**src/rtl/uart_num_parser.sv**
```systemverilog
// UART RX byte stream -> signed decimal integer buffer with count/clear/read port.
// Optional terminal echo (CR expands to CR LF) enabled by UART_NUM_PARSER_ECHO_EN.
module uart_num_parser #(
  parameter int DEPTH       = 16,
  parameter int ADDR_WIDTH  = 4,
  parameter int COUNT_WIDTH = 11
) (
  input  logic                   clk,
  input  logic                   rst_n,
  input  logic [7:0]             rx_data,
  input  logic                   rx_valid,
  input  logic                   clear_req,
  input  logic [ADDR_WIDTH-1:0]  rd_addr,
  output logic [31:0]            rd_data,
  output logic [COUNT_WIDTH-1:0] num_count,
  output logic                   overflow,
  output logic                   parse_error,
  output logic [7:0]             echo_data,
  output logic                   echo_valid
);

  typedef enum logic [1:0] {S_GAP, S_NEG, S_NUM, S_BAD} state_t;

  state_t                 state_q, state_d;
  logic [31:0]            acc_q, acc_d;
  logic                   neg_q, neg_d;
  logic [COUNT_WIDTH-1:0] count_q, count_d;
  logic                   ovf_q, ovf_d;
  logic                   perr_q, perr_d;
  logic [31:0]            mem_q [DEPTH];
  logic [31:0]            mem_d [DEPTH];
  logic [31:0]            rd_q, rd_d;

  logic        is_dig, is_minus, is_sep;
  logic [31:0] dig, val;

  always_comb begin
    is_dig   = (rx_data >= 8'h30) && (rx_data <= 8'h39);
    is_minus = (rx_data == 8'h2D);
    is_sep   = (rx_data == 8'h20) || (rx_data == 8'h2C) ||
               (rx_data == 8'h09) || (rx_data == 8'h0D) ||
               (rx_data == 8'h0A);
    dig      = {28'd0, rx_data[3:0]};
    val      = neg_q ? (32'd0 - acc_q) : acc_q;
  end

  always_comb begin
    state_d = state_q;
    acc_d   = acc_q;
    neg_d   = neg_q;
    count_d = count_q;
    ovf_d   = ovf_q;
    perr_d  = 1'b0;
    mem_d   = mem_q;
    if (clear_req) begin
      state_d = S_GAP;
      acc_d   = '0;
      neg_d   = 1'b0;
      count_d = '0;
      ovf_d   = 1'b0;
    end else if (rx_valid) begin
      unique case (state_q)
        S_GAP: begin
          unique case (1'b1)
            is_dig: begin
              state_d = S_NUM;
              acc_d   = dig;
              neg_d   = 1'b0;
            end
            is_minus: state_d = S_NEG;
            is_sep:   state_d = S_GAP;
            default: begin
              state_d = S_BAD;
              perr_d  = 1'b1;
            end
          endcase
        end
        S_NEG: begin
          unique case (1'b1)
            is_dig: begin
              state_d = S_NUM;
              acc_d   = dig;
              neg_d   = 1'b1;
            end
            is_sep: begin
              state_d = S_GAP;
              perr_d  = 1'b1;
            end
            default: begin
              state_d = S_BAD;
              perr_d  = 1'b1;
            end
          endcase
        end
        S_NUM: begin
          unique case (1'b1)
            is_dig: acc_d = acc_q * 32'd10 + dig;
            is_sep: begin
              state_d = S_GAP;
              acc_d   = '0;
              neg_d   = 1'b0;
              if (count_q < COUNT_WIDTH'(DEPTH)) begin
                for (int i = 0; i < DEPTH; i++)
                  if (COUNT_WIDTH'(i) == count_q) mem_d[i] = val;
                count_d = count_q + 1'b1;
              end else begin
                ovf_d = 1'b1;
              end
            end
            default: begin
              state_d = S_BAD;
              perr_d  = 1'b1;
            end
          endcase
        end
        default: begin
          if (is_sep) state_d = S_GAP;
        end
      endcase
    end
  end

  // Entries at or above the count read as zero so clear needs no wipe.
  always_comb begin
    rd_d = '0;
    if (COUNT_WIDTH'(rd_addr) < count_q) rd_d = mem_q[rd_addr];
  end

  always_ff @(posedge clk or negedge rst_n) begin
    if (!rst_n) begin
      state_q <= S_GAP;
      acc_q   <= '0;
      neg_q   <= 1'b0;
      count_q <= '0;
      ovf_q   <= 1'b0;
      perr_q  <= 1'b0;
      rd_q    <= '0;
      for (int i = 0; i < DEPTH; i++) mem_q[i] <= '0;
    end else begin
      state_q <= state_d;
      acc_q   <= acc_d;
      neg_q   <= neg_d;
      count_q <= count_d;
      ovf_q   <= ovf_d;
      perr_q  <= perr_d;
      rd_q    <= rd_d;
      mem_q   <= mem_d;
    end
  end

  assign rd_data     = rd_q;
  assign num_count   = count_q;
  assign overflow    = ovf_q;
  assign parse_error = perr_q;

`ifdef UART_NUM_PARSER_ECHO_EN
  logic [7:0] edata_q, edata_d, hold_q, hold_d;
  logic       evld_q, evld_d, hvld_q, hvld_d, lf_q, lf_d;
  logic       take;

  // A byte landing while LF is being emitted waits one cycle in hold.
  always_comb begin
    take    = rx_valid && !clear_req;
    edata_d = '0;
    evld_d  = 1'b0;
    hold_d  = hold_q;
    hvld_d  = hvld_q;
    lf_d    = 1'b0;
    if (lf_q) begin
      edata_d = 8'h0A;
      evld_d  = 1'b1;
      if (take && !hvld_q) begin
        hold_d = rx_data;
        hvld_d = 1'b1;
      end
    end else if (hvld_q) begin
      edata_d = hold_q;
      evld_d  = 1'b1;
      lf_d    = (hold_q == 8'h0D);
      hold_d  = rx_data;
      hvld_d  = take;
    end else if (take) begin
      edata_d = rx_data;
      evld_d  = 1'b1;
      lf_d    = (rx_data == 8'h0D);
    end
  end

  always_ff @(posedge clk or negedge rst_n) begin
    if (!rst_n) begin
      edata_q <= '0;
      evld_q  <= 1'b0;
      hold_q  <= '0;
      hvld_q  <= 1'b0;
      lf_q    <= 1'b0;
    end else begin
      edata_q <= edata_d;
      evld_q  <= evld_d;
      hold_q  <= hold_d;
      hvld_q  <= hvld_d;
      lf_q    <= lf_d;
    end
  end

  assign echo_data  = edata_q;
  assign echo_valid = evld_q;
`else
  assign echo_data  = 8'h00;
  assign echo_valid = 1'b0;
`endif

endmodule

```
**config.mk**
```make
export PLATFORM = sky130hd
export DESIGN_NAME = uart_num_parser
export DESIGN_NICKNAME = d
export VERILOG_FILES = /design/src/rtl/uart_num_parser.sv
export SDC_FILE = /design/constraint.sdc
export NUM_CORES = 1
export LEC_CHECK = 0
export CAP_MARGIN = 20
export CORE_ASPECT_RATIO = 1.1
export CORE_MARGIN = 2
export CORE_UTILIZATION = 55
export DETAILED_ROUTE_END_ITERATION = 12
export PLACE_DENSITY = 0.77
export SETUP_SLACK_MARGIN = 0.3
export SLEW_MARGIN = 20
export SYNTH_ARGS = -nofsm -noshare
export SYNTH_HDL_FRONTEND = slang
export SYNTH_SLANG_ARGS = --single-unit
```
**constraint.sdc**
```tcl
create_clock -name clk -period 5.5 [get_ports clk]
set_clock_uncertainty 0.2 [all_clocks]
set_input_delay 1.1 -clock clk [delete_from_list [all_inputs] [get_ports clk]]
set_output_delay 1.1 -clock clk [all_outputs]
set_load 0.005 [all_outputs]
```
Word level (Yosys, flattened, before mapping):

Index checks and enable logic that the tools add are counted.

* bitwise operators: 2
* equal/unequal tests: 30
* $mul: 1
* $lt $le $gt $ge: 5
* reduce and logical (&&, ||, !) cells: 38
* muxes and demuxes: 39
* add/subtract/negate cells: 3

Operator list (count)
* 2-to-1 mux 32 bit: 7
* binary-select mux 32 bit (select 4 bit): 1
* case mux 32 bit (2 select lines): 2
* AND reduction 6 bit: 16
* == test 4 x 11 -> 1 bit (first input constant): 8
* 2-to-1 mux 11 bit: 5
* == test 3 x 11 -> 1 bit (first input constant): 4
* adder 32 x 4 -> 32 bit: 1
* multiplier 32 x 3 -> 31 bit (second input constant): 1
* subtractor 1 x 32 -> 32 bit (first input constant): 1
* == test 8 x 4 -> 1 bit (second input constant): 3
* == test 8 x 6 -> 1 bit (second input constant): 3
* == test 2 x 11 -> 1 bit (first input constant): 2
* 2-to-1 mux 1 bit: 15
* inequality test 3 bit (second input constant): 4
* case mux 2 bit (3 select lines): 2
* AND reduction 4 bit: 3
* adder 11 x 1 -> 11 bit (second input constant): 1
* == test 1 x 11 -> 1 bit (first input constant): 1
* zero test 11 bit: 1
* < comparator 11 x 5 -> 1 bit (second input constant): 1
* < comparator 4 x 11 -> 1 bit: 1
* >= comparator 8 x 6 -> 1 bit (second input constant): 1
* <= comparator 8 x 6 -> 1 bit (second input constant): 1
* other kinds (22): 33

* output and inout bits: 54
* flip-flop bits (word level): 592
* word-level logic and storage cells: 141
* input port bits: 16

Depth between registers and ports, before layout:

Gate-level depths: netlist (run 1).

* word-level depth: 10
* gate-level depth with buffers: 13
* gate-level depth less buffers: 12

Least setup slack after synthesis (run 1):

No wires, ideal clock.

* kind: reg2reg
* start: reg acc_q[1]
* end: reg acc_q[31]
* arrival time: 3927 ps
* path buffers: 0
* stages on the path, launching flop included: 13
* setup slack: 1303 ps
* setup time: 70 ps
* required time: 5230 ps
* period minus slack after synthesis: 4197 ps
* path through: dfrtp_1 ha_1 ha_1 fa_1 a211oi_2 o21ai_0 a22o_1 o211a_1 nor4_1 nand4_1 or3_1 or4b_1 nand3_1

* cells in the longest elaborated chain, start to end: 6

RTL lines
* from (decl): line 25 `logic [31:0] acc_q, acc_d;`
* from (signal assigned): line 132 `acc_q <= '0;`
* from (signal assigned): line 141 `acc_q <= acc_d;`
* multiplier 32 x 3 -> 31 bit: line 97 `is_dig: acc_d = acc_q * 32'd10 + dig;`
* adder 32 x 4 -> 32 bit: line 97
* case mux 32 bit (2 select lines): line 96 `unique case (1'b1)`
* case mux 32 bit (2 select lines): line 62 `unique case (state_q)`
* 2-to-1 mux 32 bit: line 61 `end else if (rx_valid) begin`
* 2-to-1 mux 32 bit: line 55 `if (clear_req) begin`

No other way between the ends. The select of a mux whose other input is x is not followed.
A chain may end at the register's enable or synchronous reset.

Final worst setup path (run 1):

* start: reg acc_q[2]
* end: reg acc_q[28]

Same word-level chain as after synthesis.

==> results of run 1 <==
[layer usage]
metal | wire length (µm) | vias up | global-route usage
li1 | - | 8941 | -
met1 | 28600 | 10300 | 0.352
met2 | 34700 | 694 | 0.441
met3 | 4520 | 147 | 0.0435
met4 | 2160 | 0 | 0.0934
met5 | 0 | - | 0
[cell usage after synthesis (all sizes together), types with 15 or more instances]
cell | number | area [µm²]
xnor2 | 35 | 307
o31ai | 18 | 135
mux4 | 160 | 3600
ha | 70 | 876
inv | 17 | 63.8
xor2 | 42 | 390
nor2 | 423 | 1590
nor3 | 28 | 140
buf | 119 | 748
dfrtp | 592 | 14800
clkbuf | 84 | 325
mux2 | 144 | 1620
nor2b | 44 | 275
o21ai | 50 | 250
nand4 | 15 | 93.8
and2 | 23 | 144
a21oi | 410 | 2050
nand2 | 87 | 327
[area by class of cell]
type                       instances  area share
sequential                       592       0.460
multi-input combinational       1718       0.413
clock buffer                      82      0.0518
timing repair buffer             122      0.0417
tap                              675      0.0262
clock inverter                    20     0.00598
inverter                          17     0.00198
antenna                            1   0.0000776
[kinds of logic after synthesis]
logic type                 share of synthesized area
AOI/OAI and AO/OA                              0.105
xor gates and xnor gates                      0.0240
adders and majority gates                     0.0315
buffers and inverters                         0.0391
DFF                                            0.510
muxes                                          0.181
other                                       0.000129
and+or+nand+nor                                0.109
[worst paths after layout]
check	start	endpoint	depth (start not counted)	slack, ps
setup / recovery	acc_q[2]	acc_q[28]	12	660
hold / removal	rst_n	mem_q[450]	1	280
setup reg to reg	acc_q[2]	acc_q[28]	12	660
hold reg to reg	mem_q[215]	mem_q[215]	1	300
max in group asynchronous	rst_n	state_q[1]	2	3580
min in group clk	mem_q[215]	mem_q[215]	1	300
[power by group through the flow]
stage / sequential (mW) / clock (mW) / combinational (mW)
6_report: 4.43 / 3.90 / 0.831
3_5_place_dp: 4.51 / 0 / 0.814
5_1_grt: 4.43 / 4.12 / 0.907
3_3_place_gp: 4.51 / 0 / 0.780
4_1_cts: 4.43 / 3.94 / 0.818
2_1_floorplan: 4.51 / 0 / 0.513
[registers in the layout (all words and copies together) (netlist names)]
register,flops
mem_q,512
acc_q,32
rd_data,32
num_count,11
state_q,2
neg_q,1
overflow,1
parse_error,1
[worst max-delay path, stage by stage (launching register included)]
cell and delay, ps:
dfrtp_1 540, ha_1 320, ha_1 240, fa_1 430, xor2_1 360, or4b_1 490
a2111oi_1 440, nand4_1 300, nor3b_1 510, nand4b_1 320, nor3_1 280, xnor2_1 90
a22o_1 190
[metrics by stage]
stage,utilization,setup WS [ps]
after floorplan,-,1300
after global placement,0.579,681
after detailed placement,0.579,526
after CTS,0.614,688
after global routing,0.616,380
final,0.616,664
==> summary.md, run 1 <==
| Metric | Value |
|---|---|
| Status | `completed` |
| CP max FO | `8` |
| GPL Wtd Cong | `about 0.87` |
| Syn avg cell area | `approximately 12 µm²` |
| Antenna viol nets, final | `0` |
| Static Leak | `between 15 and 20 nW` |
| EDFF count, synth | `0` |
| Setup-failing EPs final | `0` |
| Rel. slew slack | `0.308` |
| Starting DRT DRC Count | `about 2000` |
| Nets | `2595` |
| Wire per inst | `21.7 µm` |
| Seq pwr share | `0.483` |
| # rows | `88` |
| Net Sw Frac | `0.251` |
| Final Hold Vio Count | `0` |
| Total power | `9.17 mW` |
| Placed Area | `between 0.03 and 0.04 mm²` |
| #FFs+latches synth | `just under 600` |
| First-pass GRT wire length | `114000 µm` |
| Number of max-cap violations | `0` |
| Footprint of the multi-input gates | `0.0133 mm²` |
| Mapped cell area | `about 0.029 mm²` |
| Largest net degree at the start of global routing | `137` |
| Share of cells above drive strength 1 | `0.203` |
| Sink Count | `592` |
| Worst-Skew Late Latency | `630 ps` |
| Critical path class | `flop to flop` |
| Half-perimeter wire length after placement | `between 40000 and 50000 µm` |
| Worst hold-check path type | `input port to async pin` |
| RSZ-0062 raised after global routing | `no` |
| Vias | `just over 20000` |
| Clock group share of total power | `0.426` |
| CTS tree | `built` |
| Finished Layout Cells | `3227` |
| Sequential cell area | `between 0.01 and 0.015 mm²` |
| Root Driver | `clkbuf_16` |
| Die area | `~0.055 mm²` |
| CP arrival | `a little over 5000 ps` |
| CTS buffer count | `56` |
| Synthesis-to-layout area growth | `10.9%` |
| Period minus WS final | `slightly below 5000 ps` |
| Fraction of registers with async set/reset | `1.00` |
| Worst setup SP type | `flop` |
| NetSw | `2.30 mW` |
| CTS H-tree lvls | `2` |
| Critical Path RT | `approximately 5800 ps` |
| Core area | `around 0.052 mm²` |
| Clock tree buffer depth | `3` |
| GRT Residual Overflow | `0` |
| Routed vias/inst | `6.23` |
| Post-CTS Setup Inserts | `0` |
| TritonRoute pass-1 iters | `5` |
| Number of distinct library cells after synthesis | `slightly below 80` |
| Most frequent cells in the layout | `dfrtp_1 (592), nor2_1 (421), a21oi_1 (410)` |
| Least-Margin Pin Slew | `1040 ps` |
| Vias in the first global route | `21000` |
| Chip height | `roughly 250 µm` |
| Placed Cells | `3123` |
| Drt total wl | `70000 µm` |
| CP Capture Type | `flop` |
| Top FF cell, synth | `dfrtp_1` |
| Clock-pin slew on the worst setup and hold paths | `around 60 ps` |
| Register area share after synthesis | `0.510` |
| FMAX | `between 200 and 250 MHz` |
| Slew Viols, Final | `0` |
| Pwr per Cell Area | `284 mW/mm²` |
| Number of I/O pins | `70` |
| Peak supply drop | `between 200 and 300 µV` |
| Cts hold-fix bufs | `0` |
| Die X-Extent | `approximately 220 µm` |
| Fin crit share | `0.879` |
| Fin Hold WS | `~280 ps` |
| Initial antenna violation count | `0` |
| Residual DRC | `0` |
| Resize count post-CTS | `0` |
| Port Buffers | `60` |
| Fillers | `between 3000 and 4000` |
| Synth Warn # | `0` |
| All-Layer GR Usage | `0.264` |
| P_int | `about 6.9 mW` |
| Post-Synthesis Cells | `around 2500` |
| Most common cell after layout, fill and taps aside | `dfrtp_1` |
| Final instance area | `0.0322 mm²` |
| Setup TNS | `0 ps` |
| Initial Utilization | `0.556` |
| Gate power share | `0.091` |
Power figures use the tool's default switching activity.
==> run 2, diff against run 1 <==
- CORE_UTILIZATION: 55 -> 54
- PLACE_DENSITY: 0.77 -> 0.76
==> summary.md, run 2 (same netlist as run 1, synthesis figures left out) <==
| Metric | Value |
|---|---|
| Half-perimeter wire length after placement | `~47000 µm` |
| Static Leak | `15.0 nW` |
| Die area | `roughly 0.056 mm²` |
| GRT Residual Overflow | `0` |
| Status | `completed` |
| Start point of the critical path | `acc_q[2]` |
| Share of cells above drive strength 1 | `0.201` |
| Clock group share of total power | `0.429` |
| Initial antenna violation count | `2` |
| GPL Wtd Cong | `just under 0.9` |
| Number of I/O pins | `70` |
| # rows | `~90` |
| Placed Area | `between 0.03 and 0.04 mm²` |
| Sink Count | `roughly 600` |
| Gate power share | `0.090` |
| Final Hold Vio Count | `0` |
| RR Startpoint | `acc_q[2]` |
| Critical Path RT | `approximately 5900 ps` |
| Cts hold-fix bufs | `0` |
| Final instance area | `0.0323 mm²` |
| Post-CTS Setup Inserts | `0` |
| Synthesis-to-layout area growth | `11.1%` |
| Largest Register | `mem_q` |
| Slew Viols, Final | `0` |
| P_int | `6.97 mW` |
| CP max FO | `9` |
| CP endpoint | `acc_q[31]` |
| CP Capture Type | `flop` |
| Initial Utilization | `0.544` |
| Max FFs per register | `512` |
| CTS tree | `built` |
| Antenna viol nets, final | `0` |
| Largest net degree at the start of global routing | `127` |
| TritonRoute pass-1 iters | `5` |
| Total power | `9.24 mW` |
| Net Sw Frac | `0.246` |
| Chip height | `247 µm` |
| Most common cell after layout, fill and taps aside | `dfrtp_1` |
| Least-Margin Pin Slew | `approximately 1100 ps` |
| Wire per inst | `roughly 22 µm` |
| Nets | `2602` |
| Most frequent cells in the layout | `dfrtp_1 (592), nor2_1 (421), a21oi_1 (410)` |
| Residual DRC | `0` |
| Rel. slew slack | `0.248` |
| Die X-Extent | `225 µm` |
| Setup TNS | `0 ps` |
| NetSw | `between 2 and 2.5 mW` |
| Drt total wl | `about 73000 µm` |
| All-Layer GR Usage | `0.269` |
| Period minus WS final | `4740 ps` |
| Pwr per Cell Area | `~290 mW/mm²` |
| Resize count post-CTS | `0` |
| Antenna Cells | `0` |
| R2R depth | `11` |
| Setup-failing EPs final | `0` |
| Worst hold-check path type | `input port to async pin` |
| Peak supply drop | `a little under 300 µV` |
| CTS H-tree lvls | `2` |
| CTS buffer count | `59` |
| Starting DRT DRC Count | `between 2000 and 2500` |
| First-pass GRT wire length | `approximately 120000 µm` |
| Vias in the first global route | `between 20000 and 25000` |
| Worst setup SP type | `flop` |
| Core area | `0.0535 mm²` |
| Vias | `around 20000` |
| Fin crit share | `0.861` |
| Number of max-cap violations | `0` |
| Port Buffers | `60` |
| CP arrival | `5080 ps` |
| Seq pwr share | `0.480` |
| R2R Setup Slk | `approximately 760 ps` |
| Worst-Skew Late Latency | `approximately 630 ps` |
| Routed vias/inst | `about 6.3` |
| Fin Hold WS | `between 150 and 200 ps` |
| Critical path class | `flop to flop` |
| FMAX | `around 210 MHz` |
| R2R Path End | `acc_q[31]` |
| Root Driver | `clkbuf_16` |
| RSZ-0062 raised after global routing | `no` |
| Clock tree buffer depth | `3` |
| Clock-pin slew on the worst setup and hold paths | `60 ps` |
## run 2: cell types whose count changed in the layout (fill, tap and decap cells not counted), sizes merged
cell | previous run | this run
diode | 1 | 0
inv | 21 | 18
buf | 66 | 70
clkinv | 12 | 5
clkinvlp | 2 | 0
clkbuf | 83 | 97
## run 2: worst min-delay path by stage
stage                 endpoint  slack (ps)  cells past startpoint
floorplan            acc_q[31]         270                      2
global placement    mem_q[433]         280                      1
detailed placement  mem_q[439]         290                      1
CTS                 mem_q[315]         310                      1
global route        mem_q[134]         160                      1
finish              mem_q[358]         150                      1
## run 2: per-stage QoR
step,util,cells,setup slack (ps)
final,0.604,3239,764
after detailed placement,0.567,3134,307
after CTS,0.602,3238,806
after global routing,0.604,3239,489
after floorplan,-,2530,1300
after global placement,0.566,3134,496
## run 2: critical path: stages (launching register included)
cell and delay [ps]:
dfrtp_1 620, ha_1 360, ha_1 310, a211oi_1 460, o31a_1 460, a2111o_1 280, nand2_1 150, a311o_1 450
nand4b_2 330, or3_1 470, or4b_1 490, nand3_1 100
## run 2: per-layer routing
layer | part of all wire | wire length, µm | vias up | track usage
met5 | 0.00023 | 17 | - | 0
met4 | 0.033 | 2410 | 2 | 0.0976
met3 | 0.077 | 5590 | 173 | 0.0569
met2 | 0.49 | 35500 | 799 | 0.442
met1 | 0.40 | 29100 | 10400 | 0.355
li1 | - | - | 8959 | -
## run 2: power groups by stage
stage	clock [mW]	combinational [mW]	sequential [mW]
6_report	3.97	0.836	4.44
5_1_grt	4.20	0.916	4.44
4_1_cts	4.01	0.824	4.44
3_5_place_dp	0	0.817	4.52
3_3_place_gp	0	0.792	4.51
2_1_floorplan	0	0.513	4.51
## run 2: cell type report
| type | count | area (µm²) |
|---|---|---|
| fill | 4088 | 21200 |
| sequential | 592 | 14800 |
| multi-input combinational | 1718 | 13300 |
| clock buffer | 96 | 1800 |
| timing repair buffer | 126 | 1340 |
| tap | 682 | 853 |
| clock inverter | 8 | 105 |
| inverter | 17 | 63.8 |
